`src/rtl/uart_tx_cfg.sv`:
```
// uart_tx_cfg: parametrised UART transmitter with ready/valid input.
// Frame = start bit, DATA_BITS data bits LSB first, optional parity bit, 1 or 2 stop bits.
// Each serial bit lasts exactly CLK_DIV clock cycles; txd is a registered output.
module uart_tx_cfg #(
    parameter int CLK_DIV    = 501,
    parameter int DATA_BITS  = 8,
    parameter int PARITY_EN  = 0,
    parameter int PARITY_ODD = 0,
    parameter int STOP_BITS  = 1
) (
    input  logic                 clk,
    input  logic                 reset,
    input  logic                 tx_valid,
    input  logic [DATA_BITS-1:0] tx_data,
    output logic                 tx_ready,
    output logic                 txd,
    output logic                 tx_busy,
    output logic                 tx_done
);

    if (CLK_DIV < 2 || CLK_DIV > 65535) begin : g_bad_clk_div
        $error("uart_tx_cfg: CLK_DIV must be in 2..65535");
    end
    if (DATA_BITS < 5 || DATA_BITS > 9) begin : g_bad_data_bits
        $error("uart_tx_cfg: DATA_BITS must be in 5..9");
    end
    if (STOP_BITS != 1 && STOP_BITS != 2) begin : g_bad_stop_bits
        $error("uart_tx_cfg: STOP_BITS must be 1 or 2");
    end
    if (PARITY_EN != 0 && PARITY_EN != 1) begin : g_bad_parity_en
        $error("uart_tx_cfg: PARITY_EN must be 0 or 1");
    end
    if (PARITY_ODD != 0 && PARITY_ODD != 1) begin : g_bad_parity_odd
        $error("uart_tx_cfg: PARITY_ODD must be 0 or 1");
    end

    localparam int              BW        = $clog2(CLK_DIV);
    localparam logic [BW-1:0]   BAUD_LAST = BW'(CLK_DIV - 1);
    localparam logic [3:0]      DATA_LAST = 4'(DATA_BITS - 1);
    localparam logic [3:0]      STOP_LAST = 4'(STOP_BITS - 1);

    typedef enum logic [2:0] {
        S_IDLE,
        S_START,
        S_DATA,
        S_PARITY,
        S_STOP
    } state_t;

    state_t               state_q, state_d;
    logic [BW-1:0]        baud_q, baud_d;
    logic [3:0]           bit_q, bit_d;
    logic [DATA_BITS-1:0] shift_q, shift_d;
    logic [DATA_BITS-1:0] shift_nxt;
    logic                 par_q, par_d;
    logic                 txd_q, txd_d;
    logic                 done_q, done_d;
    logic                 bit_end;
    logic                 accept;

    assign bit_end   = (baud_q == BAUD_LAST);
    assign accept    = tx_valid && tx_ready;
    assign shift_nxt = {1'b0, shift_q[DATA_BITS-1:1]};

    // Next-state, counters and next serial level; txd_d is the level for the coming bit
    // so that the registered txd changes on the same edge as the state.
    always_comb begin
        state_d = state_q;
        baud_d  = baud_q;
        bit_d   = bit_q;
        shift_d = shift_q;
        par_d   = par_q;
        txd_d   = txd_q;
        done_d  = 1'b0;

        if (state_q != S_IDLE) begin
            baud_d = bit_end ? '0 : baud_q + 1'b1;
        end

        case (state_q)
            S_IDLE: begin
                baud_d = '0;
                bit_d  = '0;
                txd_d  = 1'b1;
                if (accept) begin
                    state_d = S_START;
                    shift_d = tx_data;
                    // Parity is taken from the latched word because the shifter empties out.
                    par_d   = (^tx_data) ^ (PARITY_ODD != 0);
                    txd_d   = 1'b0;
                end
            end
            S_START: begin
                if (bit_end) begin
                    state_d = S_DATA;
                    bit_d   = '0;
                    txd_d   = shift_q[0];
                end
            end
            S_DATA: begin
                if (bit_end) begin
                    shift_d = shift_nxt;
                    if (bit_q == DATA_LAST) begin
                        bit_d = '0;
                        if (PARITY_EN != 0) begin
                            state_d = S_PARITY;
                            txd_d   = par_q;
                        end else begin
                            state_d = S_STOP;
                            txd_d   = 1'b1;
                        end
                    end else begin
                        bit_d = bit_q + 4'd1;
                        txd_d = shift_nxt[0];
                    end
                end
            end
            S_PARITY: begin
                if (bit_end) begin
                    state_d = S_STOP;
                    bit_d   = '0;
                    txd_d   = 1'b1;
                end
            end
            S_STOP: begin
                txd_d = 1'b1;
                if (bit_end) begin
                    if (bit_q == STOP_LAST) begin
                        state_d = S_IDLE;
                        bit_d   = '0;
                        done_d  = 1'b1;
                    end else begin
                        bit_d = bit_q + 4'd1;
                    end
                end
            end
            default: begin
                state_d = S_IDLE;
                baud_d  = '0;
                bit_d   = '0;
                txd_d   = 1'b1;
            end
        endcase
    end

    // State and datapath registers with synchronous reset.
    always_ff @(posedge clk) begin
        if (reset) begin
            state_q <= S_IDLE;
            baud_q  <= '0;
            bit_q   <= '0;
            shift_q <= '0;
            par_q   <= 1'b0;
            txd_q   <= 1'b1;
            done_q  <= 1'b0;
        end else begin
            state_q <= state_d;
            baud_q  <= baud_d;
            bit_q   <= bit_d;
            shift_q <= shift_d;
            par_q   <= par_d;
            txd_q   <= txd_d;
            done_q  <= done_d;
        end
    end

    assign txd      = txd_q;
    assign tx_done  = done_q;
    assign tx_busy  = (state_q != S_IDLE);
    assign tx_ready = (state_q == S_IDLE) && !reset;

endmodule

```
`config.mk`:
```
export PLATFORM = sky130hd
export DESIGN_NAME = uart_tx_cfg
export DESIGN_NICKNAME = d
export VERILOG_FILES = /design/src/rtl/uart_tx_cfg.sv
export SDC_FILE = /design/constraint.sdc
export NUM_CORES = 1
export LEC_CHECK = 0
export CAP_MARGIN = 0
export CORE_MARGIN = 1
export CORE_UTILIZATION = 45
export CTS_BUF_LIST = sky130_fd_sc_hd__clkbuf_8
export DETAILED_ROUTE_END_ITERATION = 10
export DONT_BUFFER_PORTS = 1
export SLEW_MARGIN = 5
export SYNTH_ARGS = -nofsm -noshare
export SYNTH_HDL_FRONTEND = slang
export SYNTH_SLANG_ARGS = --single-unit
```
`constraint.sdc`:
```
create_clock -name clk -period 2 [get_ports clk]
set_input_delay 0.4 -clock clk [delete_from_list [all_inputs] [get_ports clk]]
set_output_delay 0.4 -clock clk [all_outputs]
set_load 0.1 [all_outputs]
```
==> summary.md, run 1 <==
| Metric | Value |
|---|---|
| Post-synth cell types | 41 |
| Core Util, Final | a little over half |
| Gr usage total | 19.3% |
| Post-synthesis sequential area ratio | 38.3% |
| First-pass GRT wire length | between 4000 and 5000 um |
| Port bufs | 0 |
| Post-DRT Antenna Nets | 0 |
| Max Clock Skew | 0.00267 ns |
| Area Overhead vs Synth | 9.95% |
| Fin crit period | between 1.5 and 2 ns |
| Nets | 173 |
| DR DRC count | 0 |
| Yosys top cell area share | 38.3% |
| Power per cell area | a little under 900 nW/um^2 |
| Crit path DAT | ~1.5 ns |
| Worst Hold Class | input pin to flip-flop |
| Die Y | roughly 57 um |
| CTS tree | built |
| Max frequency | ~0.53 GHz |
| Most common cell after layout, fill and taps aside | dfxtp_1 |
| Period utilization | 94.3% |
| DRT Pass-1 Iters | 4 |
| #FFs+latches synth | 26 |
| Vias post-DR | 1,132 |
| Final-layout fill cell count | 264 |
| Global route overflow | 0 |
| IO Pins | 15 |
| Syn nets | around 170 |
| Synth Area per Inst | 8.87 sq um |
| Top post-synthesis cells by area | dfxtp_1 (38%), a21oi_1 (5.5%), mux2i_1 (5.2%) |
| Synth area leader | dfxtp_1 |
| Worst slew margin | between 50% and 60% |
| Pleak | between 0.5 and 0.6 nW |
| WL final | 2800 um |
| Syn Inst Count | approximately 150 |
| Post-cts sizing count | 0 |
| CTS buffer count | 3 |
| Dpl cell area | ~1400 sq um |
| Clock sinks | 26 |
| WS Path Type | flip-flop to primary output |
| Initial Utilization | about half |
| Final setup violation count | 0 |
| Worst slew pin tran | 0.595 ns |
| CP max FO | 10 |
| Worst EP required | roughly 1.6 ns |
| DR WL/cell | 14.9 um |
| Worst-path clk slew | roughly 0.09 ns |
| Vias per cell | 6.02 |
| Worst setup margin | about 0.11 ns |
| Commonest cells after routing, fill and taps aside | dfxtp_1 (26), a21oi_1 (15), nand2_1 (11), nor2_1 (9) |
| Max-slew violations | 0 |
| CTS Buffer Depth | 2 |
| RSZ-0062 raised after global routing | false |
| Post-CTS Hold Buffers | 0 |
| H-tree Lvls | 1 |
| Worst setup EP type | primary output |
| WHS | 0.189 ns |
| RePlAce Congestion | between 0.8 and 0.9 |
| DPL Wire Length | around 2000 um |
| Fin. Hold Viols | 0 |
| Vias in the first global route | around 1,100 |
| Core footprint | 2810 sq um |
| Peak VDD IR | between 0.0003 and 0.0004 V |
| Largest net degree at the start of global routing | 19 |
| Antenna cells | 0 |
| Die area | between 3000 and 4000 sq um |
| Pre-CTS setup slack | 0.195 ns |
| Layout cells sized above 1 | 13.4% |
| Design Area, Final | about 1500 sq um |
| Max Cap Viol | 0 |
| Row count | 19 |
| Crit start category | flip-flop |
| Starting DRT DRC Count | 22 |
| Skew-Pair Late Insertion Delay | 0.27 ns |
| Antenna violations before repair | 0 |
| Die Span X | roughly 57 um |
| Yosys warns | 0 |
| Number of post-CTS setup repair buffers | 0 |
| Synthesized cell area | 1360 sq um |
| Total negative slack | 0 ns |
| Status | complete, no violations |
| Clock root buffer | clkbuf_8 |
[critical path, stage by stage (launching register included)]
cell     delay, ns
dfxtp_1       0.62
nor3_4        0.05
inv_1         0.20
buf_4         0.34
[through the flow]
step / instances / power, mW
6_report: 188 / 1.31
4_1_cts: 188 / 1.33
3_5_place_dp: 184 / 0.984
3_3_place_gp: 184 / 0.971
2_1_floorplan: 153 / 0.902
5_1_grt: 188 / 1.39
[metal layers]
metal	GRT usage, %	up-vias	routed length [um]
li1	-	573	-
met1	24.4	526	1290
met2	32.4	28	1340
met3	3.69	5	132
met4	7.32	0	32
met5	0	-	0
[cells in the mapped netlist]
cell type and instances:
dfxtp_1 26, a21oi_1 15, nand2_1 11, nor2_1 10
a311oi_1 7, mux2i_1 7, inv_1 6, nand3_1 6
o21ai_0 6, buf_2 5, nor3_1 5, ha_1 4
xor2_1 4, nand4_1 3, nand4b_1 3, a211o_1 2
a211oi_2 2, a31oi_1 2, and3_1 2, and4_1 2
buf_4 2, nand3b_1 2, nor3b_1 2, xnor2_1 2
a21bo_2 1, a21o_1 1, a31o_2 1, a32o_1 1
a32oi_1 1, a41o_1 1, and2_1 1, and4b_1 1
clkbuf_1 1, nand2b_1 1, nor2_2 1, nor3_4 1
o21a_1 1, o31ai_1 1, or3_1 1, or3b_2 1
or4_1 1
[registers in the layout (all words and copies together) (netlist names)]
| signal | count |
|---|---|
| state_q | 3 |
| shift_q | 8 |
| txd | 1 |
| tx_done | 1 |
| baud_q | 9 |
| bit_q | 4 |
[power by group]
| part | internal, mW | switching, mW |
|---|---|---|
| registers | 0.561 | 0.0406 |
| clock network | 0.176 | 0.164 |
| logic | 0.130 | 0.240 |
| total | 0.867 | 0.445 |
[logic make-up after synthesis]
group                    after synthesis  synth area share (%)
flip-flops                            26                  38.3
AO/OA/AOI/OAI                         42                  21.5
adder cells (fa/ha/maj)                4                  3.69
XOR/XNOR                               6                  3.87
buffers and inverters                 14                  4.88
AND/OR/NAND/NOR                       54                  22.6
multiplexers                           7                  5.16
[final timing paths]
| check | endpoint | slack (ns) | cells after the start | start |
|---|---|---|---|---|
| setup / recovery | tx_busy | 0.11 | 3 | state_q[0]$_SDFFE_PP0P_ |
| hold / removal | state_q[0]$_SDFFE_PP0P_ | 0.19 | 1 | reset |
| setup reg to reg | bit_q[3]$_SDFFE_PP0P_ | 0.18 | 6 | baud_q[0]$_SDFFE_PP0P_ |
| hold reg to reg | bit_q[1]$_SDFFE_PP0P_ | 0.49 | 2 | bit_q[1]$_SDFFE_PP0P_ |
[area by class of cell]
cell class / count / area [sq um] / share of cell area (%)
clock buffer: 4 / 55.1 / 3.69
inverter: 6 / 22.5 / 1.51
multi-input combinational: 113 / 783 / 52.5
sequential: 26 / 520 / 34.9
tap: 31 / 38.8 / 2.60
timing repair buffer: 8 / 72.6 / 4.86
(Power assumes the default switching activity.)
==> run 2: changes to the inputs <==
--- a/config.mk
+++ b/config.mk
@@ -5,9 +5,10 @@
 export SDC_FILE = /design/constraint.sdc
 export NUM_CORES = 1
 export LEC_CHECK = 0
+export ABC_CLOCK_PERIOD_IN_PS = 2000
 export CAP_MARGIN = 0
 export CORE_MARGIN = 1
-export CORE_UTILIZATION = 45
+export CORE_UTILIZATION = 30
 export CTS_BUF_LIST = sky130_fd_sc_hd__clkbuf_8
 export DETAILED_ROUTE_END_ITERATION = 10
 export DONT_BUFFER_PORTS = 1
==> summary.md, run 2 (synthesis results as in run 1) <==
| Metric | Value |
|---|---|
| Die Span X | 69.3 um (+22%) |
| Max Clock Skew | 0.00159 ns (-0.00108 ns) |
| Pwr Total | 1.27 mW (-3.1%) |
| Gr usage total | 11.8% (-7.4 points) |
| Int Pwr | 0.839 mW (-3.3%) |
| First-pass GRT wire length | 4600 um (-6.1%) |
| Antenna violations before repair | 0 (unchanged) |
| Vias post-DR | 1,091 (-3.6%) |
| Total negative slack | 0 ns (unchanged) |
| Fin crit period | 1.84 ns (-0.0477 ns) |
| Worst Hold Class | input pin to flip-flop |
| Biggest register | baud_q |
| Post-cts sizing count | 0 (unchanged) |
| Row count | 24 (+5) |
| Max reg flops | 9 (unchanged) |
| Skew-Pair Late Insertion Delay | 0.27 ns (about the same) |
| Post-CTS Hold Buffers | 0 (unchanged) |
| Power per cell area | 838 nW/um^2 (-4.7%) |
| RePlAce Congestion | 0.815 (+0.49%) |
| Port bufs | 0 (unchanged) |
| Crit start category | flip-flop |
| Core footprint | 4350 sq um (+55%) |
| Area Overhead vs Synth | 11.8% |
| Peak VDD IR | 0.000336 V (-0.83%) |
| Worst slew pin tran | 0.601 ns (+0.00558 ns) |
| Vias per cell | 5.25 (-13%) |
| CTS buffer count | 3 (unchanged) |
| DR WL/cell | 13.4 um (-10%) |
| Max Cap Viol | 0 (unchanged) |
| Die area | 4800 sq um (+48%) |
| Fin. Hold Viols | 0 (unchanged) |
| H-tree Lvls | 1 (unchanged) |
| DR DRC count | 0 (unchanged) |
| Worst slew margin | 59.6% (-0.37 points) |
| Placed cell count | 204 (+11%) |
| Pleak | 0.523 nW (-0.65%) |
| Most common cell after layout, fill and taps aside | dfxtp_1 |
| Antenna cells | 0 (unchanged) |
| Global route overflow | 0 (unchanged) |
| WL final | 2780 um (-0.57%) |
| CP max FO | 10 (unchanged) |
| Clock root buffer | clkbuf_8 |
| Status | complete, no violations |
| Largest net degree at the start of global routing | 19 (unchanged) |
| IO Pins | 15 (unchanged) |
| Starting DRT DRC Count | 29 (+32%) |
| CTS Buffer Depth | 2 (unchanged) |
| Final setup violation count | 0 (unchanged) |
| P_sw | 0.433 mW (-2.6%) |
| Combinational power share | 30.4% (+2.1 points) |
| DPL Wire Length | 1900 um (-7.2%) |
| Max-slew violations | 0 (unchanged) |
| Crit path DAT | 1.44 ns (-0.05 ns) |
| DRT Pass-1 Iters | 4 (unchanged) |
| RSZ-0062 raised after global routing | false |
| Initial Utilization | 31.2% (-17 points) |
| Nets | 173 (unchanged) |
| Period utilization | 91.9% (-2.4 points) |
| WS Path Type | flip-flop to primary output |
| Post-DRT Antenna Nets | 0 (unchanged) |
| Vias in the first global route | 991 (-9.2%) |
| Worst EP required | 1.60 ns (about the same) |
| Finished Layout Cells | 208 (+11%) |
| CTS tree | built |
| Worst setup EP type | primary output |
| Sw Ratio | 34.0% (+0.17 points) |
| Part of the power in registers | 47.0% (+1.1 points) |
| Clock sinks | 26 (unchanged) |
| WHS | 0.191 ns (+0.00180 ns) |
| Top flop regs | baud_q: 9 flops, shift_q: 8 flops, bit_q: 4 flops |
| Clock power frac | 22.6% (-3.3 points) |
| Layout cells sized above 1 | 12.8% (-0.56 points) |
| Max frequency | 0.544 GHz (+2.6%) |
| Commonest cells after routing, fill and taps aside | dfxtp_1 (26), a21oi_1 (15), nand2_1 (11), nor2_1 (9) |
| Die Y | 69.3 um (+22%) |
| Worst-path clk slew | 0.08 ns (about the same) |
run 2: cell type report:
type	instances	area, sq um
clock buffers	3	41.3
fillers	447	2840
inverters	6	22.5
multi-input cells	113	783
flip-flops and latches	26	520
well taps	52	65.1
repair buffers	8	85.1
run 2: worst max-delay path: stages (launching register included):
cell,delay (ns)
dfxtp_1,0.42
nor3_4,0.25
inv_1,0.18
nor2_4,0.14
buf_12,0.18
run 2: final timing paths:
check	start	end	slack, ns	cells after the start
max	state_q[1]$_SDFFE_PP0P_	tx_ready	0.16	4
min	reset	shift_q[4]$_SDFFE_PP0P_	0.19	1
max reg2reg	baud_q[0]$_SDFFE_PP0P_	bit_q[3]$_SDFFE_PP0P_	0.20	6
min reg2reg	bit_q[1]$_SDFFE_PP0P_	bit_q[1]$_SDFFE_PP0P_	0.49	2
run 2: per-layer routing:
metal  GRT usage (%)  routed length (um)  vias to the layer above
li1                -                   -                      577
met2            16.6                1180                       15
met5               0                   0                        -
met3            2.33                  70                        4
met1            16.5                1470                      495
met4            7.48                  65                        0
run 2: through the flow:
stage / setup slack, ns / cell area, sq um / utilization [%]
floorplan: -0.253 / 1370 / -
global placement: 0.204 / 1470 / 33.7
detailed placement: 0.219 / 1470 / 33.7
CTS: 0.157 / 1520 / 34.9
global route: 0.0511 / 1520 / 34.9
finish: 0.162 / 1520 / 34.9
run 2: power groups by stage:
stage	combinational, mW	sequential (mW)	clock [mW]
2_1_floorplan	0.285	0.617	0
3_3_place_gp	0.381	0.608	0
3_5_place_dp	0.377	0.610	0
4_1_cts	0.387	0.598	0.308
5_1_grt	0.417	0.605	0.326
6_report	0.386	0.598	0.287
run 2: timing repair:
item,in CTS,in global routing
setup endpoints to repair,1,0
setup buffers,1,0
hold endpoints to repair,0,0
==> run 3: changes to the inputs <==
--- a/config.mk
+++ b/config.mk
@@ -7,12 +7,15 @@
 export LEC_CHECK = 0
 export ABC_CLOCK_PERIOD_IN_PS = 2000
 export CAP_MARGIN = 0
+export CELL_PAD_IN_SITES_DETAIL_PLACEMENT = 0
+export CELL_PAD_IN_SITES_GLOBAL_PLACEMENT = 1
 export CORE_MARGIN = 1
 export CORE_UTILIZATION = 30
 export CTS_BUF_LIST = sky130_fd_sc_hd__clkbuf_8
 export DETAILED_ROUTE_END_ITERATION = 10
 export DONT_BUFFER_PORTS = 1
-export SLEW_MARGIN = 5
+export PLACE_DENSITY_LB_ADDON = 0.1
+export SLEW_MARGIN = 20
 export SYNTH_ARGS = -nofsm -noshare
 export SYNTH_HDL_FRONTEND = slang
 export SYNTH_SLANG_ARGS = --single-unit
==> constraint.sdc (replaced) <==
create_clock -name clk -period 2 [get_ports clk]
set_input_delay 0.5 -clock clk [delete_from_list [all_inputs] [get_ports clk]]
set_output_delay 0.5 -clock clk [all_outputs]
set_load 0.1 [all_outputs]
==> summary.md, run 3 (synthesis results as in run 1) <==
| Metric | Value |
|---|---|
| Final setup violation count | 0 (unchanged) |
| Max Clock Skew | 0.00351 ns (+0.00192 ns) |
| Int Pwr | 0.883 mW (+5.3%) |
| Antenna violations before repair | 0 (unchanged) |
| Port bufs | 0 (unchanged) |
| Skew-Pair Late Insertion Delay | 0.27 ns (about the same) |
| Combinational power share | 29.2% (-1.2 points) |
| Fin. Hold Viols | 0 (unchanged) |
| CTS buffer count | 3 (unchanged) |
| Biggest register | baud_q |
| Die Span X | 69.3 um (unchanged) |
| Pleak | 0.535 nW (+2.1%) |
| Die area | 4800 sq um (unchanged) |
| DR WL/cell | 14.2 um (+6.1%) |
| Total negative slack | 0 ns (unchanged) |
| Max stage delay cell, worst path | dfxtp_1 |
| Starting DRT DRC Count | 18 (-38%) |
| CP max FO | 10 (unchanged) |
| Status | complete, no violations |
| Nets | 174 (+0.58%) |
| Crit start category | flip-flop |
| WHS | 0.289 ns (+0.0989 ns) |
| Die Y | 69.3 um (unchanged) |
| Largest net degree at the start of global routing | 19 (unchanged) |
| Power per cell area | 863 nW/um^2 (+3.1%) |
| RSZ-0062 raised after global routing | false |
| Vias in the first global route | 1,106 (+12%) |
| Row count | 24 (unchanged) |
| Crit path DAT | 1.33 ns (-0.11 ns) |
| Worst slew pin tran | 0.458 ns (-0.143 ns) |
| Vias post-DR | 1,132 (+3.8%) |
| First-pass GRT wire length | 5380 um (+17%) |
| Sw Ratio | 33.9% (-0.16 points) |
| Antenna cells | 0 (unchanged) |
| GRT Max-Usage Layer | met2 |
| Core footprint | 4350 sq um (unchanged) |
| Worst Hold Class | input pin to flip-flop |
| Most common cell after layout, fill and taps aside | dfxtp_1 |
| Gr usage total | 13.8% (+1.9 points) |
| Clock root buffer | clkbuf_8 |
| DRT Pass-1 Iters | 4 (unchanged) |
| Commonest cells after routing, fill and taps aside | dfxtp_1 (26), a21oi_1 (15), nand2_1 (11), nor2_1 (9) |
| Met3 Resource Use GR | 2.91% (+0.58 points) |
| Worst-path clk slew | 0.09 ns (about the same) |
| DPL Wire Length | 2150 um (+13%) |
| Layout cells sized above 1 | 13.9% (+1.1 points) |
| Period utilization | 91.5% (-0.38 points) |
| Post-DRT Antenna Nets | 0 (unchanged) |
| Part of the power in registers | 44.9% (-2.1 points) |
| H-tree Lvls | 1 (unchanged) |
| WS Path Type | flip-flop to primary output |
| Top flop regs | baud_q: 9 flops, shift_q: 8 flops, bit_q: 4 flops |
| IO Pins | 15 (unchanged) |
| Number of post-CTS setup repair buffers | 0 (-1) |
| Max stage delay on crit path | 0.44 ns (+0.02 ns) |
| DR DRC count | 0 (unchanged) |
| Cells along the critical path | nor3_4, inv_1, nor2_4, buf_12 |
| WL final | 2980 um (+7.1%) |
| CTS Buffer Depth | 2 (unchanged) |
| RePlAce Congestion | 0.802 (-1.6%) |
| P_sw | 0.453 mW (+4.5%) |
| Clock power frac | 25.9% (+3.3 points) |
| Worst EP required | 1.50 ns (-0.10 ns) |
| Clock sinks | 26 (unchanged) |
| Worst slew margin | 69.4% (+9.8 points) |
| Global routing usage on met2 | 23.0% (+6.4 points) |
| Met1 usage | 17.5% (+1.1 points) |
| Pwr Total | 1.34 mW (+5.0%) |
| Final-layout fill cell count | 460 (+2.9%) |
| Global route overflow | 0 (unchanged) |
| Initial Utilization | 31.2% (unchanged) |
| Core Util, Final | 35.5% (+0.66 points) |
| Max Cap Viol | 0 (unchanged) |
| CTS tree | built |
| Area Overhead vs Synth | 13.9% |
| Worst setup EP type | primary output |
| Max frequency | 0.546 GHz (+0.42%) |
| Vias per cell | 5.39 (+2.8%) |
| Peak VDD IR | 0.000273 V (-19%) |
| Max-slew violations | 0 (unchanged) |
| Max reg flops | 9 (unchanged) |
| Fin crit period | 1.83 ns (-0.00769 ns) |
## run 3: cell types whose count changed in the layout (fill, tap and decap cells not counted)
cell      before  now
a211oi_4       0    1
a211oi_2       2    1
clkbuf_8       3    4
buf_4          6    7
## run 3: routing by layer
metal | share of wire (%) | up-vias | wire length (um)
met4 | 1.1 | 0 | 34
met1 | 49 | 543 | 1450
met2 | 48 | 9 | 1430
li1 | - | 576 | -
met3 | 2.2 | 4 | 65
met5 | 0 | - | 0
## run 3: path summary, 6_finish.rpt
path                      startpoint                    end  slack (ns)  cells past startpoint
max          state_q[1]$_SDFFE_PP0P_               tx_ready        0.17                      4
min                            reset  bit_q[0]$_SDFFE_PP0P_        0.29                      1
max reg2reg   baud_q[0]$_SDFFE_PP0P_  bit_q[3]$_SDFFE_PP0P_        0.19                      6
min reg2reg    bit_q[0]$_SDFFE_PP0P_  bit_q[0]$_SDFFE_PP0P_        0.49                      2
## run 3: stage by stage
step                setup slack [ns]  instance area [sq um]  std cells
finish                         0.170                   1550        210
global route                  0.0606                   1550        210
CTS                            0.154                   1540        210
detailed placement             0.187                   1480        206
global placement               0.157                   1480        206
floorplan                     -0.353                   1370        153
## run 3: worst max-delay path: cells and delay by family, from the launching register on
| family | cells | cell delay [ns] |
|---|---|---|
| and+or+nand+nor | 2 | 0.32 |
| DFF | 1 | 0.44 |
| buffers and inverters | 2 | 0.30 |
## run 3: what timing repair did
| item | CTS | global route |
|---|---|---|
| setup endpoints to repair | 0 | 1 |
| resized for setup | 0 | 1 |
| hold buffers | 0 | 0 |
## run 3: power groups by stage
stage | Clock [mW] | Sequential, mW | Combinational, mW
floorplan | 0 | 0.617 | 0.285
global placement | 0 | 0.612 | 0.386
detailed placement | 0 | 0.612 | 0.387
CTS | 0.355 | 0.600 | 0.389
global route | 0.388 | 0.606 | 0.423
finish | 0.346 | 0.599 | 0.390
## run 3: final cells by class
cell class / instances / area [sq um] / share of cell area, %
clock buffers: 4 / 55.1 / 3.56
inverters: 6 / 22.5 / 1.46
repair buffers: 9 / 92.6 / 5.99
well taps: 52 / 65.1 / 4.21
multi-input cells: 113 / 791 / 51.1
flip-flops and latches: 26 / 520 / 33.7
